<file path="config.mk">
export PLATFORM = sky130hd
export DESIGN_NAME = fsm_eg_driver
export DESIGN_NICKNAME = d
export VERILOG_FILES = /design/src/rtl/fsm_eg_driver.sv
export SDC_FILE = /design/constraint.sdc
export NUM_CORES = 1
export LEC_CHECK = 0
export BUFFER_PORTS_ARGS = -buffer_cell sky130_fd_sc_hd__buf_2
export CORE_MARGIN = 10
export CORE_UTILIZATION = 59
export CTS_BUF_LIST = sky130_fd_sc_hd__clkbuf_8
export CTS_CLUSTER_DIAMETER = 60
export CTS_CLUSTER_SIZE = 12
export DETAILED_ROUTE_END_ITERATION = 8
export PLACE_DENSITY = 0.86
export SYNTH_ARGS = -nofsm -noshare
export SYNTH_HDL_FRONTEND = slang
export SYNTH_SLANG_ARGS = --single-unit
</file>
<file path="constraint.sdc">
create_clock -name clk -period 4.5 [get_ports clk]
set_clock_uncertainty 0.15 [all_clocks]
set_input_delay 0.9 -clock clk [delete_from_list [all_inputs] [get_ports clk]]
set_output_delay 0.9 -clock clk [all_outputs]
set_load 0.01 [all_outputs]
</file>
<file path="src/rtl/fsm_eg_driver.sv">
// -----------------------------------------------------------------------------
// fsm_eg_driver
//
// Stimulus transmitter for the two-input example FSM. A command word accepted
// over a valid/ready handshake is played onto the FSM inputs a/b as four 2-bit
// symbols (symbol 0 = din[7:6]), each held for HOLD clock cycles. The FSM's
// Moore output y1 and Mealy output y0 are sampled in the last cycle of every
// symbol and returned as resp = {y1 samples, y0 samples} with a one-cycle
// resp_valid strobe; symbol 0's samples land in bits 7 and 3.
//
// Ports:
//   clk         system clock, rising edge
//   reset_n     asynchronous active-low reset
//   din         command word, four {a,b} symbols, MSB pair first
//   din_valid   command word present
//   din_ready   block can accept a word (high only in IDLE)
//   a, b        registered drive to the FSM inputs
//   y0, y1      FSM Mealy / Moore outputs
//   resp        {y1_hist[3:0], y0_hist[3:0]}, held until the next completion
//   resp_valid  one-cycle strobe marking a new resp
//
// Parameter:
//   HOLD        clock cycles each symbol is held on a/b (must be >= 1)
// -----------------------------------------------------------------------------
module fsm_eg_driver #(
  parameter int HOLD = 1
) (
  input  logic       clk,
  input  logic       reset_n,
  input  logic [7:0] din,
  input  logic       din_valid,
  output logic       din_ready,
  output logic       a,
  output logic       b,
  input  logic       y0,
  input  logic       y1,
  output logic [7:0] resp,
  output logic       resp_valid
);

  localparam int                HOLD_W    = (HOLD > 1) ? $clog2(HOLD) : 1;
  localparam logic [HOLD_W-1:0] HOLD_LAST = HOLD_W'(HOLD - 1);

  typedef enum logic [1:0] {
    IDLE = 2'd0,
    SEND = 2'd1,
    DONE = 2'd2
  } state_t;

  state_t            state;
  state_t            state_nxt;

  // Symbol 0 goes straight onto a/b at the accept edge, so only the three
  // remaining symbols need to be kept.
  logic [5:0]        sym_rest;
  logic [1:0]        sym_cnt;
  logic [HOLD_W-1:0] hold_cnt;
  logic [1:0]        ab;

  // Only three samples are ever kept: the fourth goes straight into resp on
  // the completing edge together with the three older ones.
  logic [2:0]        y1_hist;
  logic [2:0]        y0_hist;

  logic              accept;
  logic              sample;
  logic              last_sym;

  assign accept   = (state == IDLE) && din_valid;
  assign sample   = (state == SEND) && (hold_cnt == HOLD_LAST);
  assign last_sym = (sym_cnt == 2'd3);

  // State register
  always_ff @(posedge clk or negedge reset_n) begin
    if (!reset_n) begin
      state <= IDLE;
    end else begin
      state <= state_nxt;
    end
  end

  // Next-state logic
  always_comb begin
    state_nxt = state;
    case (state)
      IDLE:    if (din_valid)           state_nxt = SEND;
      SEND:    if (sample && last_sym)  state_nxt = DONE;
      DONE:                             state_nxt = IDLE;
      default:                          state_nxt = IDLE;
    endcase
  end

  // Output logic
  always_comb begin
    din_ready  = (state == IDLE);
    resp_valid = (state == DONE);
    a          = ab[1];
    b          = ab[0];
  end

  // Symbol shifter, hold/symbol counters, output histories
  always_ff @(posedge clk or negedge reset_n) begin
    if (!reset_n) begin
      ab       <= '0;
      sym_rest <= '0;
      sym_cnt  <= '0;
      hold_cnt <= '0;
      y1_hist  <= '0;
      y0_hist  <= '0;
      resp     <= '0;
    end else if (accept) begin
      ab       <= din[7:6];
      sym_rest <= din[5:0];
      sym_cnt  <= '0;
      hold_cnt <= '0;
    end else if (sample) begin
      // y0/y1 here are the FSM's response to the symbol driven this cycle.
      y1_hist  <= {y1_hist[1:0], y1};
      y0_hist  <= {y0_hist[1:0], y0};
      sym_rest <= {sym_rest[3:0], 2'b00};
      sym_cnt  <= sym_cnt + 2'd1;
      hold_cnt <= '0;
      if (last_sym) begin
        ab   <= '0;
        resp <= {y1_hist, y1, y0_hist, y0};
      end else begin
        ab   <= sym_rest[5:4];
      end
    end else if (state == SEND) begin
      hold_cnt <= hold_cnt + HOLD_W'(1);
    end
  end

endmodule

</file>
==> flow_summary.yaml <==
outcome:
  outcome: "completed"
yosys:
  ys_warn_count: 0
  syn_inst: 73
  yosys_register_bits: 27
  seq_area_frac_synth: 0.6013
  synth_cell_types: 23
  synth_top_area_cell: "dfrtp_1"
  syn_avg_cell_area_sq_um: 15.39
  synth_top_area_share: 0.6013
  synth_area_leaders: "dfrtp_1, mux2_4, mux2_2"
  syn_nets: 87
  syn_area_sq_mm: 0.001124
timing:
  grt_setup_unrepaired: "false"
  whs_ps: 339.2
  tightest_slew_ps: 703.1
  hold_viol_final: 0
  slew_viol_final: 0
  fin_setup_tns_ps: 0
  setup-violations-final: 0
  period_share: 0.4584
  relSlewSlack: 0.5307
  min_period_ps: 2063
  fmax_mhz: 484.7
final_layout:
  layout-drive-gt1-share: 0.4545
  utilization: 0.7362
  syn_to_final_growth_pct: 15.59
  fin_area_sq_mm: 0.001299
  diodes: 0
  nets: 114
power_and_ir_drop:
  seqPwrFrac: 0.438
  p_sw_w: 0.0003336
  switching_share: 0.3380
  p_int_w: 0.0006534
  p_leak_nw: 0.6526
  p_per_area_mw_per_mm2: 760.0
  p_comb_frac: 0.422
  p_clk_frac: 0.140
  peakVddDrop_mv: 0.4494
setup_path:
  rr_endpoint: "resp[5]"
  reg2reg_depth: 3
  worst-setup-path-type: "reg -> out"
  arrival_ps: 1010
  rr_startpoint: "state[1]"
  cp.required_ps: 3450
  end_kind: "output port"
  crit_fanout: 6
  critPathLaunchType: "flip-flop"
  rrSetupSlack_ps: 2440
die:
  initial_core_util: 0.6369
  die-area_sq_mm: 0.004050
  die_h_um: 63.64
  pin_count: 25
  num_rows: 15
  die_x_um: 63.64
  core-area_sq_mm: 0.001764
hold_path:
  min_delay_path_depth: 1
  min_path_type: "reg -> reg"
  min_to: "sym_rest[4]"
  min-delay-start: "sym_rest[4]"
place:
  gp_congestion: 0.7466
  hpwl_um: 1471
  io_buffers: 24
  placed_area_sq_mm: 0.001250
grt:
  grt_max_degree: 28
  antenna_found_initial: 0
  first_global_vias: 670
  grt_pass1_wl_um: 3436
  overflow: 0
  track_usage: 0.1097
clock_tree:
  cts_max_path_buffers: 2
  h-tree-depth: 1
  cts_sinks: 27
  clk-insertion-delay-late_ps: 270
  post-cts-setup-buffer-count: 0
  cts.clk_slew.worst_paths_ps: 90
  cts_tree: "built"
  cts_resized: 0
  cts_made_buffers: 3
  postCtsHoldBufs: 0
  cts_root_buf: "clkbuf_8"
drt:
  vias: 693
  vias_per_cell: 5.589
  drc_errors: 0
  routed_wl_um: 2100
  drt_pass1_iterations: 4
  wire_per_inst_um: 16.94
  ant_nets: 0
  first_iter_violations: 28
run:
  max-cap-violations: 0
worst max path at each step:
stage / startpoint / endpoint / slack, ps / cells after the start
4_1_cts: state[1] / resp[5] / 2420 / 3
5_1_grt: state[1] / resp[5] / 2330 / 3
6_report: state[1] / resp_valid / 2440 / 2
3_5_place_dp: din_valid / sym_cnt[0] / 2320 / 5
2_1_floorplan: din_valid / ab[0] / 2680 / 3
3_3_place_gp: din_valid / sym_cnt[0] / 2340 / 5
metrics by stage:
| stage | setup WS (ps) | instances | total power (W) |
|---|---|---|---|
| after detailed placement | 2320 | 120 | 0.0008474 |
| after CTS | 2422 | 124 | 0.0009964 |
| after global placement | 2342 | 120 | 0.0008226 |
| after global routing | 2330 | 124 | 0.001055 |
| final | 2437 | 124 | 0.0009871 |
| after floorplan | 2683 | 73 | 0.0007377 |
kinds of logic (layout without fill, tap and decap cells):
logic type,after synthesis,after routing,share of synthesized area
simple gates,11,11,0.07016
mux,15,15,0.1737
buf+inv,4,30,0.03229
compound gates,15,15,0.1114
flops,27,27,0.6013
fa+ha+maj,1,1,0.01113
power by group through the flow:
stage	Clock (W)	Combinational [W]	Sequential (W)
after floorplan	0	0.000297	0.000441
after global placement	0	0.000397	0.000425
after detailed placement	0	0.000414	0.000433
after CTS	0.000141	0.000423	0.000432
after global routing	0.000153	0.000453	0.000448
final	0.000138	0.000417	0.000433
per-layer routing:
layer / part of all wire / track usage / vias up
li1: - / - / 318
met3: 0.060 / 0.04947 / 6
met1: 0.42 / 0.1217 / 344
met5: 0 / 0 / -
met2: 0.50 / 0.1721 / 25
met4: 0.020 / 0.05738 / 0
cell usage in the layout (no fill, tap or decap):
cell,synthesis,layout
a21o_1,4,4
a221o_1,1,1
a221oi_1,1,1
a22o_1,7,7
and2_4,1,1
and3b_1,1,1
buf_2,1,24
buf_4,1,1
clkbuf_8,0,3
clkinvlp_4,0,1
dfrtp_1,27,27
ha_1,1,1
inv_1,1,1
mux2_1,1,1
mux2_2,7,7
mux2_4,7,7
nand2b_1,2,2
nor2_1,3,3
nor2b_1,1,1
nor3_1,1,1
nor3b_1,1,1
nor3b_4,1,1
o21a_1,1,1
o21bai_1,1,1
worst max-delay path, stage by stage, from the launching register on:
cell and delay [ps]:
dfrtp_1 450, nor2b_1 150, buf_2 140
layout make-up:
type	count	area [sq um]
flip-flops and latches	27	675.6
fillers	141	465.4
multi-input cells	42	411.6
repair buffers	25	127.6
clock buffers	3	41.29
well taps	25	31.28
clock inverters	1	7.507
inverters	1	3.754
Yosys cell counts:
cell      count
buf_2         1
a22o_1        7
mux2_4        7
buf_4         1
and2_4        1
inv_1         1
o21bai_1      1
nand2b_1      2
nor3b_1       1
nor3_1        1
dfrtp_1      27
ha_1          1
mux2_2        7
o21a_1        1
a221o_1       1
nor3b_4       1
nor2b_1       1
mux2_1        1
buf_12        1
and3b_1       1
nor2_1        3
a221oi_1      1
a21o_1        4
flip-flops by register name, summed over array words and instances (netlist names):
register and count:
sym_cnt 2, ab 2, y0_hist 3, resp 8, state 2, sym_rest 6, hold_cnt 1, y1_hist 3
Note: power is estimated with default switching activity, not from simulation.
